`config.mk`:
```
export PLATFORM = sky130hd
export DESIGN_NAME = shift_ctrl_8b
export DESIGN_NICKNAME = d
export VERILOG_FILES = /design/src/rtl/shift_ctrl_pkg.sv /design/src/rtl/shift_cnt_3b.sv /design/src/rtl/shift_ctrl_8b.sv
export SDC_FILE = /design/constraint.sdc
export NUM_CORES = 1
export LEC_CHECK = 0
export ABC_CLOCK_PERIOD_IN_PS = 2000
export CAP_MARGIN = 20
export CORE_MARGIN = 10
export CORE_UTILIZATION = 41
export CTS_BUF_LIST = sky130_fd_sc_hd__clkbuf_8
export DETAILED_ROUTE_END_ITERATION = 8
export PLACE_DENSITY = 0.82
export SETUP_SLACK_MARGIN = 0.2
export SYNTH_ARGS = -nofsm -noshare
export SYNTH_HDL_FRONTEND = slang
export SYNTH_SLANG_ARGS = --single-unit
export TNS_END_PERCENT = 30
```
`constraint.sdc`:
```
create_clock -name CLK -period 2 [get_ports CLK]
set_input_delay 0.4 -clock CLK [delete_from_list [all_inputs] [get_ports CLK]]
set_output_delay 0.4 -clock CLK [all_outputs]
set_load 0.1 [all_outputs]
```
`src/rtl/shift_ctrl_pkg.sv`:
```
// Shared state encoding and shift_reg_8b mode codes for the shift controller.
package shift_ctrl_pkg;

    typedef enum logic [1:0] {
        IDLE  = 2'd0,
        LOADP = 2'd1,
        SHIFT = 2'd2,
        DONEP = 2'd3
    } state_e;

    localparam logic [1:0] S_HOLD = 2'b00;
    localparam logic [1:0] S_SHR  = 2'b01;
    localparam logic [1:0] S_SHL  = 2'b10;
    localparam logic [1:0] S_LOAD = 2'b11;

endpackage

```
`src/rtl/shift_cnt_3b.sv`:
```
// 3-bit loadable down-counter with enable and zero flag; saturates at zero.
module shift_cnt_3b (
    input  logic       clk_i,
    input  logic       rst_ni,
    input  logic       load_i,
    input  logic [2:0] load_val_i,
    input  logic       en_i,
    output logic [2:0] cnt_o,
    output logic       zero_o
);

    logic [2:0] cnt_d, cnt_q;

    always_comb begin
        cnt_d = cnt_q;
        if (load_i) begin
            cnt_d = load_val_i;
        end else if (en_i && (cnt_q != 3'd0)) begin
            cnt_d = cnt_q - 3'd1;
        end
    end

    always_ff @(posedge clk_i or negedge rst_ni) begin
        if (!rst_ni) begin
            cnt_q <= 3'd0;
        end else begin
            cnt_q <= cnt_d;
        end
    end

    assign cnt_o  = cnt_q;
    assign zero_o = (cnt_q == 3'd0);

endmodule

```
`src/rtl/shift_ctrl_8b.sv`:
```
// Command sequencer for shift_reg_8b: optional load, then AMT shifts with HOLD pause.
// Define SHIFT_CTRL_ROTATE_EN to let ROT select QIN[0]/QIN[7] as the serial bit.
module shift_ctrl_8b
    import shift_ctrl_pkg::*;
(
    input  logic       CLK,
    input  logic       CLRb,
    input  logic       START,
    input  logic       LOAD,
    input  logic       DIR,
    input  logic [2:0] AMT,
    input  logic       FILL,
    input  logic       ROT,
    input  logic [7:0] DIN,
    input  logic       HOLD,
    input  logic [7:0] QIN,
    output logic       READY,
    output logic       DONE,
    output logic [1:0] S,
    output logic       SDL,
    output logic       SDR,
    output logic [7:0] D
);

    state_e     state_d, state_q;
    logic       dir_q, fill_q;
    logic [7:0] d_q;
    logic       accept;
    logic       cnt_load, cnt_en, cnt_zero;
    logic [2:0] cnt_val;
    logic       ser_r, ser_l;

    assign accept = (state_q == IDLE) && START;

`ifdef SHIFT_CTRL_ROTATE_EN
    logic rot_q;

    always_ff @(posedge CLK or negedge CLRb) begin
        if (!CLRb) begin
            rot_q <= 1'b0;
        end else if (accept) begin
            rot_q <= ROT;
        end
    end

    assign ser_r = rot_q ? QIN[0] : fill_q;
    assign ser_l = rot_q ? QIN[7] : fill_q;
`else
    logic unused_rot_qin;

    assign unused_rot_qin = ^{ROT, QIN};
    assign ser_r = fill_q;
    assign ser_l = fill_q;
`endif

    always_ff @(posedge CLK or negedge CLRb) begin
        if (!CLRb) begin
            dir_q  <= 1'b0;
            fill_q <= 1'b0;
            d_q    <= 8'h00;
        end else if (accept) begin
            dir_q  <= DIR;
            fill_q <= FILL;
            d_q    <= DIN;
        end
    end

    // Counter is loaded with AMT at accept so LOADP can branch on its zero flag.
    shift_cnt_3b u_cnt (
        .clk_i      (CLK),
        .rst_ni     (CLRb),
        .load_i     (cnt_load),
        .load_val_i (AMT),
        .en_i       (cnt_en),
        .cnt_o      (cnt_val),
        .zero_o     (cnt_zero)
    );

    always_comb begin
        state_d  = state_q;
        cnt_load = 1'b0;
        cnt_en   = 1'b0;
        S        = S_HOLD;
        SDL      = 1'b0;
        SDR      = 1'b0;
        case (state_q)
            IDLE: begin
                if (START) begin
                    cnt_load = 1'b1;
                    if (LOAD) begin
                        state_d = LOADP;
                    end else if (AMT != 3'd0) begin
                        state_d = SHIFT;
                    end else begin
                        state_d = DONEP;
                    end
                end
            end
            LOADP: begin
                S       = S_LOAD;
                state_d = cnt_zero ? DONEP : SHIFT;
            end
            SHIFT: begin
                if (!HOLD) begin
                    cnt_en = 1'b1;
                    if (dir_q) begin
                        S   = S_SHL;
                        SDL = ser_l;
                    end else begin
                        S   = S_SHR;
                        SDR = ser_r;
                    end
                    if (cnt_val == 3'd1) begin
                        state_d = DONEP;
                    end
                end
            end
            DONEP: begin
                state_d = IDLE;
            end
            default: begin
                state_d = IDLE;
            end
        endcase
    end

    always_ff @(posedge CLK or negedge CLRb) begin
        if (!CLRb) begin
            state_q <= IDLE;
        end else begin
            state_q <= state_d;
        end
    end

    assign READY = (state_q == IDLE);
    assign DONE  = (state_q == DONEP);
    assign D     = d_q;

endmodule

```
==> results of run 1 <==
==> critical path, cell delays in order, from the launching register on <==
cell	delay, ps
dfrtp_1	390
inv_2	90
ha_4	140
nor2b_4	190
a21oi_2	90
nor2_4	130
buf_12	180
==> through the flow <==
stage | cells | cell area [µm²] | setup slack, ps | power (µW)
finish | 139 | 1350 | 139 | 612
detailed placement | 132 | 1260 | 51.2 | 372
global placement | 132 | 1260 | 48.2 | 370
CTS | 139 | 1350 | 137 | 621
floorplan | 74 | 870 | 199 | 323
global route | 139 | 1350 | 61.8 | 633
==> what timing repair did <==
item	4_1_cts	5_1_grt
gates resized for setup	6	0
hold buffers	0	0
buffers inserted	3	0
endpoints found under the setup margin	4	4
pin swaps	5	0
==> sequential cells by signal, indices dropped and copies added, names as in the netlist <==
name and count:
D 8, u_cnt.cnt_o 3, state_q 2, dir_q 1, fill_q 1
==> path summary, 6_finish.rpt <==
kind,startpoint,endpoint,depth (start not counted)
min in group CLK,D[2],D[2],1
min reg2reg,D[2],D[2],1
max,state_q[0],S[0],6
max in group asynchronous,CLRb,state_q[1],2
max reg2reg,state_q[0],u_cnt.cnt_o[2],6
min,CLRb,D[2],2
==> cells by family (layout without fill, tap and decap cells) <==
kind of cell    after synthesis  in the layout
buf+inv                       8             46
mux                          12             12
compound gates               11             11
simple gates                 20             20
flops                        15             15
fa+ha+maj                     8              8
==> routing by layer <==
metal	share of wire	track usage	wire length (µm)	vias to the layer above
met5	0	0	0	-
met4	0.024	0.0722	48	0
met3	0.066	0.0378	132	6
met2	0.49	0.167	979	22
met1	0.42	0.104	839	304
li1	-	-	-	329
==> cell usage in the layout (no fill, tap or decap), types with 3 or more instances in the layout <==
cell             count
mux2_1               8
nor2_1               3
inv_1                6
mux2_2               3
ha_1                 6
clkdlybuf4s50_1     16
a21oi_2              3
nor2_4               4
dfrtp_1             15
o21ai_0              4
buf_4               12
clkbuf_8             3
buf_12               6
a31oi_1              3
==> layout make-up <==
cell class                      count  area share
Inverter                            7      0.0195
Sequential cell                    15       0.278
Multi-Input combinational cell     51       0.362
Timing Repair Buffer               35       0.281
Clock inverter                      1     0.00371
Clock buffer                        3      0.0306
Tap cell                           27      0.0250
==> power by group through the flow <==
stage               registers (µW)  clock network (µW)  logic (µW)
floorplan                      309                   0        14.1
global placement               309                   0        61.4
detailed placement             309                   0        62.8
CTS                            303                 254        63.7
global route                   303                 263        66.9
finish                         303                 246        62.6
==> flow_metrics.py, run 1 <==
metrics = {
    "final_layout": {
        "fill_cells": 150,
        "ff_latch_area_um2": 375,
        "fin_nets": 148,
        "drive_above_1_share": 0.339,
        "final_util": 0.702,
        "multi_input_area_um2": 488,
        "area_growth_pct": 65.1,
        "antenna_cells": 0,
    },
    "floorplan": {
        "pin_count": 41,
        "initial_utilization": 0.425,
        "dieArea_mm2": 0.00418,
        "fp.dieW_um": 64.6,
        "die_h_um": 64.6,
        "fp.coreArea_mm2": 0.00192,
        "num_rows": 16,
    },
    "sta": {
        "period_share": 0.930,
        "slew_headroom": 0.771,
        "fmax_mhz": 537,
        "fin_hold_ws_ps": 458,
        "fin_skew_ps": 1.93,
        "tightest_slew_ps": 343,
        "slew_viol_final": 0,
        "finalHoldViolCount": 0,
        "rsz0062_at_grt": "yes",
        "fin_crit_ps": 1860,
        "setup_viol": 0,
        "finalSetupTns_ps": 0,
    },
    "synthesis": {
        "yosys.area.top_type": "dfrtp_1",
        "postSynthCellCount": 74,
        "syn_area_um2": 817,
        "synth-xor-area-share": 0,
        "synth.top_cell.area_share": 0.459,
        "synth_cell_type_count": 22,
        "synth-main-ff-cell": "dfrtp_1",
        "synth_mux_area_frac": 0.164,
        "synth-edff-count": 0,
        "syn_area_per_cell_um2": 11.0,
        "yosys.area_share.adder": 0.123,
        "async_flop_share": 1.00,
        "synth_warnings": 0,
        "synth.most_common_cell": "dfrtp_1",
        "synth_common_cells": "dfrtp_1 (15), ha_1 (8), mux2_1 (8)",
        "synth_nets": 109,
        "synth_top_family_by_area": "multiplexers",
        "ys_seq_area_frac": 0.459,
        "synth_seq_cells": 15,
        "synth-compound-area-share": 0.0812,
        "synth_area_leaders": "dfrtp_1 (46%), ha_1 (12%), mux2_1 (11%), mux2_2 (4.1%), inv_1 (3.2%)",
        "yosys.area_share.simple": 0.135,
    },
    "clock_tree": {
        "numCtsBuffers": 3,
        "ctsHtreeMaxLevel": 1,
        "cts_buffer_depth": 2,
        "cts_tree": "yes",
        "clkSlewWorstSetupHoldPaths_ps": 60,
        "clock-root-buffer": "clkbuf_8",
        "clock_sinks": 15,
        "clk-insertion-delay-late_ps": 250,
    },
    "setup_path": {
        "arrival_ps": 1460,
        "reg2reg_slack_ps": 370,
        "endpoint_kind": "primary output",
        "cp.required_ps": 1600,
        "crit_type": "reg2out",
        "critPathLaunchType": "flip-flop",
        "crit_fanout": 3,
    },
    "global_route": {
        "antenna_found_initial": 0,
        "grt_overflow": 0,
        "grt_pass1_vias": 761,
        "grt.total_usage": 0.102,
        "grt_first_pass_wirelength_mm": 3.37,
        "grt_start_max_net_pins": 17,
    },
    "run_status": {
        "outcome": "finished, final reports clean",
    },
    "route": {
        "drt_iter0_markers": 16,
        "ant_nets": 0,
        "drc_errors": 0,
        "wl_mm": 2.00,
        "vias": 661,
        "drt_pass1_iterations": 2,
        "viasPerCell": 4.76,
        "wire_per_inst_um": 14.4,
    },
    "power_and_ir_drop": {
        "cellPowerDensity_mw_per_mm2": 454,
        "p_clk_frac": 0.402,
        "ir_worst_vdd_v": 0.000498,
        "power.internal_uw": 479,
        "seq_power_share": 0.496,
        "p_comb_frac": 0.102,
        "p_leak_uw": 0.000649,
        "p_sw_uw": 133,
        "swShare": 0.218,
    },
    "placement": {
        "place_congestion": 0.807,
        "port-buffer-count": 31,
        "hpwl_mm": 1.61,
    },
    "min_path": {
        "hold_class": "in2async",
    },
    "flow_run": {
        "maxCapViolCount": 0,
    },
}
(Power assumes the default switching activity.)
==> run 2, diff against run 1 <==
CORE_ASPECT_RATIO = 0.9   (was not set)
CTS_CLUSTER_DIAMETER = 50   (was not set)
==> run 2 against run 1 <==
Final cell count shrank 2.2%; count of clock-buffer cells in the layout is the same; flip-flop and latch count is the same; via count grew 4.1%; wire length grew 6.9%; sequential share of layout area grew 0.067 points; first-iteration DRC count grew 31%; hold slack gained 7.3 ps; global-route usage grew 0.71 points; fmax shrank 1.2%; total power grew 0.71%; critical endpoint is now S[1].
==> flow_metrics.py, run 2 (synthesized netlist as in run 1, its figures left out) <==
metrics = {
    "clock_tree": {
        "clock-root-buffer": "clkbuf_8",
        "cts_buffer_depth": 2,
        "numCtsBuffers": 3,
        "ctsHoldBuffers": 0,
        "clk-insertion-delay-late_ps": 250,
        "ctsHtreeMaxLevel": 1,
        "clkSlewWorstSetupHoldPaths_ps": 60,
        "cts_tree": "yes",
        "clock_sinks": 15,
    },
    "final_layout": {
        "area_growth_pct": 65.2,
        "fin_area_mm2": 0.00135,
        "instances_no_fill": 136,
        "antenna_cells": 0,
        "final_common_cell": "clkdlybuf4s50_1",
        "largest_reg_flops": 8,
        "fin_nets": 147,
        "mostFrequentLayoutCells": "clkdlybuf4s50_1 (16), dfrtp_1 (14), buf_4 (11), mux2_1 (8), buf_12 (6)",
        "drive_above_1_share": 0.360,
    },
    "setup_path": {
        "critPathTopFamily": "flip-flops",
        "r2r_cells": 5,
        "slowest_stage": "dfrtp_1",
        "crit_buf_inv": 2,
        "crit_type": "reg2out",
        "slowest_delay_ps": 400,
        "crit_fanout": 3,
        "critPathLaunchType": "flip-flop",
        "arrival_ps": 1480,
        "endpoint_kind": "primary output",
        "regToRegStartpoint": "u_cnt.cnt_o[1]",
        "r2r-end": "state_q[1]",
        "reg2reg_slack_ps": 350,
        "cp.required_ps": 1600,
        "crit_chain": "inv_2 > ha_4 > nor2b_4 > a21oi_2 > nor2_4 > buf_12",
    },
    "global_route": {
        "grt_overflow": 0,
        "grt_first_pass_wirelength_mm": 3.65,
        "grt_start_max_net_pins": 17,
        "grt_pass1_vias": 783,
        "grt.total_usage": 0.109,
        "antenna_found_initial": 0,
    },
    "route": {
        "wire_per_inst_um": 15.7,
        "drc_errors": 0,
        "vias": 688,
        "viasPerCell": 5.06,
        "ant_nets": 0,
        "drt_pass1_iterations": 4,
        "wl_mm": 2.14,
        "drt_iter0_markers": 21,
    },
    "floorplan": {
        "dieArea_mm2": 0.00418,
        "fp.dieW_um": 67.1,
        "pin_count": 41,
        "fp.coreArea_mm2": 0.00191,
        "die_h_um": 62.4,
        "initial_utilization": 0.427,
        "num_rows": 15,
    },
    "sta": {
        "tightest_slew_ps": 343,
        "fin_crit_ps": 1880,
        "finalHoldViolCount": 0,
        "slew_headroom": 0.770,
        "slew_viol_final": 0,
        "period_share": 0.942,
        "finalSetupTns_ps": 0,
        "fmax_mhz": 531,
        "rsz0062_at_grt": "yes",
        "setup_viol": 0,
        "fin_skew_ps": 1.22,
    },
    "placement": {
        "place_congestion": 0.802,
        "port-buffer-count": 31,
        "dp.cells": 130,
        "hpwl_mm": 1.67,
        "postPlaceCellArea_mm2": 0.00125,
    },
    "power_and_ir_drop": {
        "ir_worst_vdd_v": 0.000420,
        "cellPowerDensity_mw_per_mm2": 457,
        "p_leak_uw": 0.000643,
    },
    "flow_run": {
        "maxCapViolCount": 0,
    },
    "min_path": {
        "hold_class": "in2async",
    },
    "run_status": {
        "outcome": "finished, final reports clean",
    },
}
## run 2: cell types whose count changed in the layout (fill, tap and decap cells not counted), sizes merged
cell | before | now
buf | 18 | 17
## run 2: final cells by class
class / instances / area [µm²]
Tap cell: 25 / 31.3
Sequential cell: 15 / 377
Inverter: 7 / 26.3
Clock inverter: 1 / 5.00
Clock buffer: 3 / 41.3
Fill cell: 161 / 564
Timing Repair Buffer: 34 / 372
Multi-Input combinational cell: 51 / 498
## run 2: metal layers
layer,vias to the layer above,global-route usage,share of wire
met5,-,0,0
met4,0,0.0462,0.017
met3,5,0.0358,0.060
met2,20,0.191,0.53
met1,333,0.113,0.39
li1,330,-,-
## run 2: report_power, final
group	total, µW	switching [µW]	internal [µW]
Combinational	62.9	25.7	37.2
Clock	250	112	138
Sequential	303	0	303
Total	616	138	479
## run 2: how the worst max path moves through the flow
stage	start	end	slack, ps	depth (start not counted)
4_1_cts	state_q[0]	S[0]	110	6
5_1_grt	state_q[0]	S[1]	60	6
3_3_place_gp	HOLD	state_q[1]	70	4
2_1_floorplan	state_q[0]	SDR	200	5
3_5_place_dp	HOLD	state_q[1]	40	4
6_report	state_q[0]	S[1]	120	6
## run 2: timing repair
item	in CTS	in global routing
buffers inserted	2	0
gates resized for setup	8	2
pin swaps	5	2
setup endpoints to repair	4	4
gates cloned	0	0
## run 2: per-stage QoR
step           total power, µW   util  hold WS (ps)  setup slack [ps]
2_1_floorplan              323      -           104               199
3_3_place_gp               370  0.655           475              67.8
3_5_place_dp               371  0.655           486              43.8
4_1_cts                    621  0.701           467               108
5_1_grt                    636  0.705           495              63.4
6_report                   616  0.705           465               116
